## config.mk

```make
export PLATFORM = sky130hd
export DESIGN_NAME = id_ex_stage_reg
export DESIGN_NICKNAME = d
export VERILOG_FILES = /design/src/rtl/id_ex_stage_reg_pkg.sv /design/src/rtl/id_ex_stage_reg_load_use.sv /design/src/rtl/id_ex_stage_reg.sv
export SDC_FILE = /design/constraint.sdc
export NUM_CORES = 1
export LEC_CHECK = 0
export ABC_AREA = 1
export CAP_MARGIN = 0
export CORE_AREA = 3 3 172 140
export CTS_CLUSTER_DIAMETER = 100
export DETAILED_ROUTE_END_ITERATION = 7
export DIE_AREA = 0 0 175 143
export PLACE_DENSITY = 0.8
export SLEW_MARGIN = 20
export SYNTH_ARGS = -nofsm -noshare
export SYNTH_HDL_FRONTEND = slang
export SYNTH_SLANG_ARGS = --single-unit
```

## constraint.sdc

```tcl
create_clock -name clk -period 1.5 [get_ports clk]
set_input_delay 0.45 -clock clk [delete_from_list [all_inputs] [get_ports clk]]
set_output_delay 0.45 -clock clk [all_outputs]
set_load 0.005 [all_outputs]
```

## src/rtl/id_ex_stage_reg_pkg.sv

```systemverilog
// Shared encodings for the ID/EX stage: control-word layout, opcode constants, bubble word.
// No logic; constants only.
// Control word (19 bits, LSB first): WDSel[1:0], GPRSel[3:2], DMType[6:4], ALUSrc[7],
//   NPCOp[10:8], ALUOp[15:11], MemWrite[16], RegWrite[17], bit 18 spare (carried unchanged).
package id_ex_stage_reg_pkg;

  localparam int ID_EX_CTRL_W = 19;

  localparam int CTRL_WDSEL_LSB    = 0;
  localparam int CTRL_GPRSEL_LSB   = 2;
  localparam int CTRL_DMTYPE_LSB   = 4;
  localparam int CTRL_ALUSRC_BIT   = 7;
  localparam int CTRL_NPCOP_LSB    = 8;
  localparam int CTRL_ALUOP_LSB    = 11;
  localparam int CTRL_MEMWRITE_BIT = 16;
  localparam int CTRL_REGWRITE_BIT = 17;

  localparam logic [1:0] WDSEL_FROM_ALU = 2'b00;
  localparam logic [1:0] WDSEL_FROM_MEM = 2'b01;
  localparam logic [1:0] WDSEL_FROM_PC  = 2'b10;
  localparam logic [2:0] NPC_PLUS4      = 3'b000;

  localparam logic [6:0] OP_LUI   = 7'b0110111;
  localparam logic [6:0] OP_AUIPC = 7'b0010111;
  localparam logic [6:0] OP_JAL   = 7'b1101111;
  localparam logic [6:0] OP_R     = 7'b0110011;
  localparam logic [6:0] OP_S     = 7'b0100011;
  localparam logic [6:0] OP_B     = 7'b1100011;
  localparam logic [6:0] OP_LOAD  = 7'b0000011;

  // A bubble: no register/memory write, PC+4, write-back from ALU. Encodes to all zeros.
  localparam logic [ID_EX_CTRL_W-1:0] CTRL_BUBBLE =
      (ID_EX_CTRL_W'(NPC_PLUS4) << CTRL_NPCOP_LSB) |
      (ID_EX_CTRL_W'(WDSEL_FROM_ALU) << CTRL_WDSEL_LSB);

endpackage

```

## src/rtl/id_ex_stage_reg_load_use.sv

```systemverilog
// Load-use hazard detector: load in EX whose rd is read by the instruction in ID.
// Latency: purely combinational.
// Backpressure: produces the hazard term only; the top decides stall vs flush.
// Ports: ex_valid_i/ex_wdsel_i/ex_rd_i describe the EX slot; id_* describe the ID
//   instruction; haz_o is the raw hazard (not yet masked by flush).
module load_use_detect
  import id_ex_stage_reg_pkg::*;
(
  input  logic       ex_valid_i,
  input  logic [1:0] ex_wdsel_i,
  input  logic [4:0] ex_rd_i,
  input  logic       id_valid_i,
  input  logic [6:0] id_op_i,
  input  logic [4:0] id_rs1_i,
  input  logic [4:0] id_rs2_i,
  output logic       haz_o
);

  logic use_rs1;
  logic use_rs2;
  logic ex_is_load;

  // Only formats that actually read a register field may cause a stall;
  // LUI/AUIPC/JAL carry immediate bits where rs1 would sit.
  always_comb begin
    use_rs1 = 1'b1;
    use_rs2 = 1'b0;
    case (id_op_i)
      OP_LUI, OP_AUIPC, OP_JAL: use_rs1 = 1'b0;
      OP_R, OP_S, OP_B:         use_rs2 = 1'b1;
      default: ;
    endcase
  end

  // A load is recognised by its write-back source; x0 never carries a value.
  assign ex_is_load = ex_valid_i && (ex_wdsel_i == WDSEL_FROM_MEM) && (ex_rd_i != 5'd0);

  assign haz_o = ex_is_load && id_valid_i &&
                 ((use_rs1 && (ex_rd_i == id_rs1_i)) || (use_rs2 && (ex_rd_i == id_rs2_i)));

endmodule

```

## src/rtl/id_ex_stage_reg.sv

```systemverilog
// ID/EX pipeline register with load-use bubble insertion, flush, hold and perf counters.
// Latency: 1 cycle ID->EX; a load-use pair costs exactly one bubble.
// Backpressure: hold_i freezes everything; stall_o holds PC and IF/ID while a bubble enters EX.
// Ports: clk/rstn; hold_i, flush_i; id_* instruction from ID; ex_* registered EX slot;
//   stall_o (combinational); stall_cnt_o/flush_cnt_o saturating event counters.
module id_ex_stage_reg
  import id_ex_stage_reg_pkg::*;
#(
  parameter int CNT_W = 16
) (
  input  logic                    clk,
  input  logic                    rstn,
  input  logic                    hold_i,
  input  logic                    flush_i,
  input  logic                    id_valid_i,
  input  logic [6:0]              id_op_i,
  input  logic [4:0]              id_rs1_i,
  input  logic [4:0]              id_rs2_i,
  input  logic [4:0]              id_rd_i,
  input  logic [ID_EX_CTRL_W-1:0] id_ctrl_i,
  input  logic [31:0]             id_pc_i,
  input  logic [31:0]             id_rd1_i,
  input  logic [31:0]             id_rd2_i,
  input  logic [31:0]             id_imm_i,
  output logic                    ex_valid_o,
  output logic [ID_EX_CTRL_W-1:0] ex_ctrl_o,
  output logic [31:0]             ex_pc_o,
  output logic [31:0]             ex_rd1_o,
  output logic [31:0]             ex_rd2_o,
  output logic [31:0]             ex_imm_o,
  output logic [4:0]              ex_rs1_o,
  output logic [4:0]              ex_rs2_o,
  output logic [4:0]              ex_rd_o,
  output logic                    stall_o,
  output logic [CNT_W-1:0]        stall_cnt_o,
  output logic [CNT_W-1:0]        flush_cnt_o
);

  localparam logic [CNT_W-1:0] CNT_MAX = '1;

  logic haz;

  load_use_detect u_load_use (
    .ex_valid_i (ex_valid_o),
    .ex_wdsel_i (ex_ctrl_o[CTRL_WDSEL_LSB +: 2]),
    .ex_rd_i    (ex_rd_o),
    .id_valid_i (id_valid_i),
    .id_op_i    (id_op_i),
    .id_rs1_i   (id_rs1_i),
    .id_rs2_i   (id_rs2_i),
    .haz_o      (haz)
  );

  // The flush kills the consumer in ID, so there is nothing left to hold back.
  assign stall_o = haz && !flush_i;

  // Flush and hazard both load a full bubble (every field zero), flush taking precedence.
  always_ff @(posedge clk or negedge rstn) begin
    if (!rstn) begin
      ex_valid_o <= 1'b0;
      ex_ctrl_o  <= CTRL_BUBBLE;
      ex_pc_o    <= '0;
      ex_rd1_o   <= '0;
      ex_rd2_o   <= '0;
      ex_imm_o   <= '0;
      ex_rs1_o   <= '0;
      ex_rs2_o   <= '0;
      ex_rd_o    <= '0;
    end else if (!hold_i) begin
      if (flush_i || haz) begin
        ex_valid_o <= 1'b0;
        ex_ctrl_o  <= CTRL_BUBBLE;
        ex_pc_o    <= '0;
        ex_rd1_o   <= '0;
        ex_rd2_o   <= '0;
        ex_imm_o   <= '0;
        ex_rs1_o   <= '0;
        ex_rs2_o   <= '0;
        ex_rd_o    <= '0;
      end else begin
        ex_valid_o <= id_valid_i;
        ex_ctrl_o  <= id_valid_i ? id_ctrl_i : CTRL_BUBBLE;
        ex_pc_o    <= id_pc_i;
        ex_rd1_o   <= id_rd1_i;
        ex_rd2_o   <= id_rd2_i;
        ex_imm_o   <= id_imm_i;
        ex_rs1_o   <= id_rs1_i;
        ex_rs2_o   <= id_rs2_i;
        ex_rd_o    <= id_rd_i;
      end
    end
  end

  // stall_o already excludes flush cycles, so a coincident stall+flush counts as flush only.
  always_ff @(posedge clk or negedge rstn) begin
    if (!rstn) begin
      stall_cnt_o <= '0;
      flush_cnt_o <= '0;
    end else if (!hold_i) begin
      if (stall_o && (stall_cnt_o != CNT_MAX)) stall_cnt_o <= stall_cnt_o + CNT_W'(1);
      if (flush_i && (flush_cnt_o != CNT_MAX)) flush_cnt_o <= flush_cnt_o + CNT_W'(1);
    end
  end

endmodule
```

## After elaboration in Yosys (flattened, before gate mapping)

Index checks and enable logic that the tools add are counted.
Widths: inputs -> output; s select.

| storage, ports and cells | value |
|---|---|
| bits in writable memories | 0 |
| output and inout port bits | 196 |
| memories | 0 |
| latch bits | 0 |
| bits in read-only memories | 0 |
| input port bits | 174 |
| bits in registers | 195 |
| logic and storage cells | 54 |

| operators by class | value |
|---|---|
| $mul | 0 |
| shifts and indexed selects | 0 |
| add/sub/neg operators | 2 |
| bitwise logic cells | 1 |
| magnitude comparators | 0 |
| eq/ne operators | 11 |
| reductions and logical operators | 17 |
| div/mod/pow operators | 0 |
| mux-type cells | 12 |

Operators with widths:

| cell | count |
|---|---|
| $mux 32 | 4 |
| $mux 19 | 2 |
| $add 16x1->16 const B | 2 |
| $ne 16x16->1 const B | 2 |
| $eq 7x6->1 const B | 3 |
| $mux 5 | 3 |
| $eq 7x7->1 const B | 2 |
| $eq 5x5->1 | 2 |
| $logic_and 1x1->1 | 9 |
| $eq 7x5->1 const B | 1 |
| $reduce_or 3->1 | 2 |
| $reduce_bool 5->1 | 1 |
| $reduce_and 2->1 | 2 |
| $mux 1 | 3 |
| $eq 2x1->1 const B | 1 |
| $logic_or 1x1->1 | 2 |
| $logic_not 1->1 | 1 |
| $not 1->1 | 1 |

## Logic depth before layout (Yosys ltp)

Gate-level depths: netlist of the first run.

| logic depth | value |
|---|---|
| depth in word-level cells | 9 |
| gate-level depth with buffers | 13 |
| gate-level depth less buffers | 11 |

## Modules after synthesis

Synthesis of the first run repeated with hierarchy kept, for this count alone.

| second synthesis, totals | value |
|---|---|
| cell total of the unflattened synthesis | 1071 |
| area, all modules | 8683.3 µm² |

Modules (own cells, without submodules):

| module | instances | area each (µm²) | cells each |
|---|---|---|---|
| id_ex_stage_reg | 1 | 8416.8 | 1011 |
| load_use_detect | 1 | 266.5 | 60 |

## Least setup slack after synthesis of the first run

OpenSTA, ideal clock, no wires.

| timing path | value |
|---|---|
| path kind | register to register |
| from | register stall_cnt_o[0] |
| to | register stall_cnt_o[10] |
| period minus slack after synthesis | 1.675 ns |
| stages on the path, launching flop included | 11 |
| data arrival time | 1.553 ns |
| required time | 1.379 ns |
| setup slack | -0.175 ns |
| cells stage by stage | dfrtp_1 -> ha_1 -> nand2_1 -> inv_1 -> nand2_1 -> inv_1 -> nand3_1 -> nand4_1 -> clkbuf_1 -> o21bai_1 -> nand2_1 |

| on the way | value |
|---|---|
| longest elaborated chain between the ends | 3 |
| elaborated cells on any way between the ends | 4 |

Ends and longest elaborated chain:

| item | RTL line | source |
|---|---|---|
| start: declaration | id_ex_stage_reg.sv:35 | `output logic [CNT_W-1:0] stall_cnt_o,` |
| start signal: assignment | id_ex_stage_reg.sv:100 | `if (stall_o && (stall_cnt_o != CNT_MAX)) stall_cnt_o <= stall_cnt_o + CNT_W'(1);` |
| branches (longest 3 deep; another with $add 16x1->16) | - |  |

Several ways; the timed one is not identified.
A chain may end at the register's enable or synchronous reset.

## Final worst setup path of the first run

| timing path | value |
|---|---|
| from | input id_rs1_i[1] |
| to | output stall_o |

| on the way | value |
|---|---|
| longest elaborated chain between the ends | 5 |

Ends and longest elaborated chain:

| item | RTL line | source |
|---|---|---|
| start: declaration | id_ex_stage_reg.sv:17 | `input logic [4:0] id_rs1_i,` |
| $eq 5x5->1 | id_ex_stage_reg_load_use.sv:39 | `((use_rs1 && (ex_rd_i == id_rs1_i)) \|\| (use_rs2 && (ex_rd_i == id_rs2_i)));` |
| $logic_and 1x1->1 | id_ex_stage_reg_load_use.sv:39 |  |
| $logic_or 1x1->1 | id_ex_stage_reg_load_use.sv:39 |  |
| $logic_and 1x1->1 | id_ex_stage_reg_load_use.sv:38 | `assign haz_o = ex_is_load && id_valid_i &&` |
| $logic_and 1x1->1 | id_ex_stage_reg.sv:55 | `assign stall_o = haz && !flush_i;` |
| end: declaration | id_ex_stage_reg.sv:34 | `output logic stall_o,` |

Every way passes these cells.

==> results.yml, run 1 <==
outcome:
  run_status: "finished, violations left"
  violations: "setup timing"
finish:
  finalNonFillerCells: 1788
  drive_above_1_share: 0.204
  postLayoutCellArea_sq_mm: 0.0150
  nets: 1642
  area_growth_pct: 76.5
setup_path:
  r2r-end: "ex_rs2_o[4]"
  critical-path-slowest-cell: "clkdlybuf4s50_1"
  rr_worst_depth: 15
  crit_fanout: 3
  r2r-start: "ex_rd_o[0]"
  crit_type: "in2out"
  crit_buf_inv: 3
  cp-start-kind: "input port"
  max_stage_delay_ns: 0.51
  r2r_setup_slack_ns: -0.67
  crit_path_frequent_cell: "nand2_1"
  critPathCaptureType: "output port"
  arrival_ns: 1.74
  cp_cell_sequence: "clkdlybuf4s50_1 -> nand2_1 -> nand2_1 -> nand2_1 -> nor2_2 -> nand3_2 -> nand2_2 -> nand3_2 -> inv_2 -> buf_6"
  path_depth: 10
  worstPathRequired_ns: 1.05
  cp_top_family: "buffers and inverters"
global_routing:
  antenna_found_initial: 4
  grt_pass1_vias: 8894
  overflow: 0
  grt_pass1_wl_um: 47800
  grt_max_degree: 54
  grtUsageTotal: 0.241
flow_run:
  timing.max_cap.violations: 0
power:
  power_frac_comb: 0.218
  power.leakage_nw: 7.38
  p_clk_frac: 0.337
  switching_share: 0.278
  power_frac_seq: 0.445
  p_sw_w: 0.00372
  power_density_mw_per_mm2: 887
  p_int_w: 0.00964
  ir_worst_vdd_mv: 0.792
placement:
  gp_congestion: 0.909
  placedInstanceArea_sq_mm: 0.0136
  post-place-cells: 1716
  pre_cts_ws_ns: -1.13
  dp_hpwl_um: 21300
  portBuffers: 369
synthesis:
  async_reset_ff_frac: 1.00
  synth_top_area_share: 0.572
  synthTopCellsByCount: "nand2_1, dfrtp_1, nand3_1"
  yosysWarningCount: 0
  synth_area_sq_mm: 0.00852
  synth_fp_nets: 1179
  synth_edf_count: 0
  synthMostInstantiatedCell: "nand2_1"
  yosys.area.top_type: "dfrtp_1"
  ys_ff_latch: 195
  ys_types: 27
  synth_area_per_cell_sq_um: 8.50
  synth_cells: 1003
  ys_seq_area_frac: 0.572
  synth_ff_type: "dfrtp_1"
  synth.top_cells.by_area: "dfrtp_1, nand2_1, nand3_1, inv_1, nor2_1"
clock_network:
  cts.path.max_buffers: 2
  cts.sinks: 195
  cts-root-buf: "clkbuf_16"
  cts_max_level: 4
  cts_buffers: 17
  cts_tree: "done"
  clock_latency_ns: 0.43
  clk_pin_slew_worst_paths_ns: 0.07
detailed_routing:
  drtAntennaViolNets: 0
  post_drt_wl_per_cell_um: 17.2
  drtPass1Iterations: 5
  dr_total_vias: 8799
  routed_wl_um: 30800
  via_per_inst: 4.92
  drc_errors: 0
  wl_met1_um: 12400
  highest_layer: "met5"
  met3_length_um: 2280
  wl_met2_um: 15200
  drt_iter0_drc: 557
sta:
  rsz0062_at_grt: "true"
  hold_viol_final: 0
  min_period_ns: 2.19
  fmax_mhz: 456
  slew_violations: 0
  worst_slew_pin_slew_ns: 0.434
  period_share: 1.46
  report.final.setup_viol: 385
  worst_hold_slack_ns: 0.382
  slew-limit-headroom: 0.708
  worst_slack_ns: -0.693
  skew_ns: 0.0147
floorplan:
  core_sq_mm: 0.0224
  rows: 49
  io_pins: 370
  die_h_um: 143
  fp.dieArea_sq_mm: 0.0250
  initial_core_util: 0.380
  die_w_um: 175
worst_hold_path:
  hp-class: "in2reg"
  min_from: "id_rs1_i[0]"
  min_path_cells: 3
  hold-path-endpoint: "ex_rs1_o[0]"
==> timing repair <==
action	in CTS	in global routing
cloned	12	2
endpoints found under the hold margin	20	0
endpoints found under the setup margin	391	391
resized for setup	116	51
hold buffers	1	0
setup buffers	20	6
pin swaps	11	6
==> worst min-delay path: stages <==
cell,delay (ns)
dlymetal6s2s_1,0.15
nand3_1,0.11
nand2_1,0.06
==> placed cells by master, fill, tap and decap left out, types with 2 or more instances in the layout <==
cell type	instances
nand2_1	393
nand2_2	8
xnor2_1	7
clkinv_8	3
dfrtp_1	188
nand3_1	117
nor2_1	27
xor2_1	11
nand3_2	79
inv_2	7
inv_1	49
buf_16	7
dfrtp_2	7
diode_2	3
clkbuf_8	2
nand3b_1	2
buf_4	66
buf_2	4
buf_12	21
clkdlybuf4s50_1	338
nand4_1	8
nor3_1	6
inv_6	7
buf_6	37
nor2_2	5
bufbuf_16	6
clkbuf_2	3
o21bai_1	16
buf_8	7
inv_8	2
o21ai_0	2
clkbuf_16	19
dlygate4sd2_1	7
xor2_2	2
==> how the worst max path moves through the flow <==
stage / start / end / slack (ns)
finish: id_rs1_i[1] / stall_o / -0.69
global route: ex_rd_o[1] / stall_o / -0.78
global placement: id_rs2_i[4] / stall_o / -1.12
detailed placement: id_rs2_i[4] / stall_o / -1.13
CTS: ex_rd_o[1] / stall_o / -0.64
floorplan: ex_rd_o[2] / stall_cnt_o[14] / -0.06
==> logic make-up (layout without fill, tap and decap cells) <==
family / Yosys count / in the layout / synth area share
and+or+nand+nor: 649 / 649 / 0.324
DFF: 195 / 195 / 0.572
buffers and inverters: 115 / 591 / 0.0616
AOI/OAI and AO/OA: 21 / 21 / 0.0175
xor gates and xnor gates: 21 / 21 / 0.0216
adders and majority gates: 2 / 2 / 0.00294
other: 0 / 3 / 0
==> sequential cells by signal, indices dropped and copies added (netlist names) <==
name and count:
ex_rs1_o 5, ex_valid_o 1, ex_pc_o 32, ex_rd2_o 32, ex_ctrl_o 19, ex_rs2_o 5, ex_rd1_o 32, flush_cnt_o 16
stall_cnt_o 16, ex_imm_o 32, ex_rd_o 5
==> power groups by stage <==
stage                     clock (W)  sequential (W)  combinational (W)
after floorplan                   0         0.00604           0.000741
after global placement            0         0.00601            0.00261
after detailed placement          0         0.00602            0.00265
after CTS                   0.00463         0.00593            0.00287
after global routing        0.00481         0.00599            0.00312
final                       0.00450         0.00594            0.00291
==> layer usage <==
layer / up-vias / track usage
met2: 355 / 0.417
met3: 62 / 0.0665
met5: - / 0
met4: 2 / 0.0797
met1: 4260 / 0.293
li1: 4120 / -
==> area by class of cell <==
type | count | area, sq um
clock buffer | 19 | 443
inverter | 57 | 219
timing repair buffer | 502 | 5400
tap | 306 | 383
clock inverter | 13 | 138
antenna | 3 | 7.51
fill | 1729 | 7390
multi-input combinational | 693 | 3570
sequential | 195 | 4890
==> stage by stage <==
stage	TNS (ns)	total power [W]	util
after floorplan	-4.37	0.00678	-
after global placement	-166.41	0.00862	0.606
after detailed placement	-170.71	0.00867	0.606
after CTS	-133.64	0.0134	0.662
after global routing	-170.87	0.0139	0.671
final	-143.67	0.0134	0.671
Power figures use the tool's default switching activity.
==> run 2, diff against run 1 <==
- CTS_CLUSTER_SIZE: default -> 40
==> results of run 2 <==
Same layout as run 1: the final DEF is identical, and so are final timing and power.
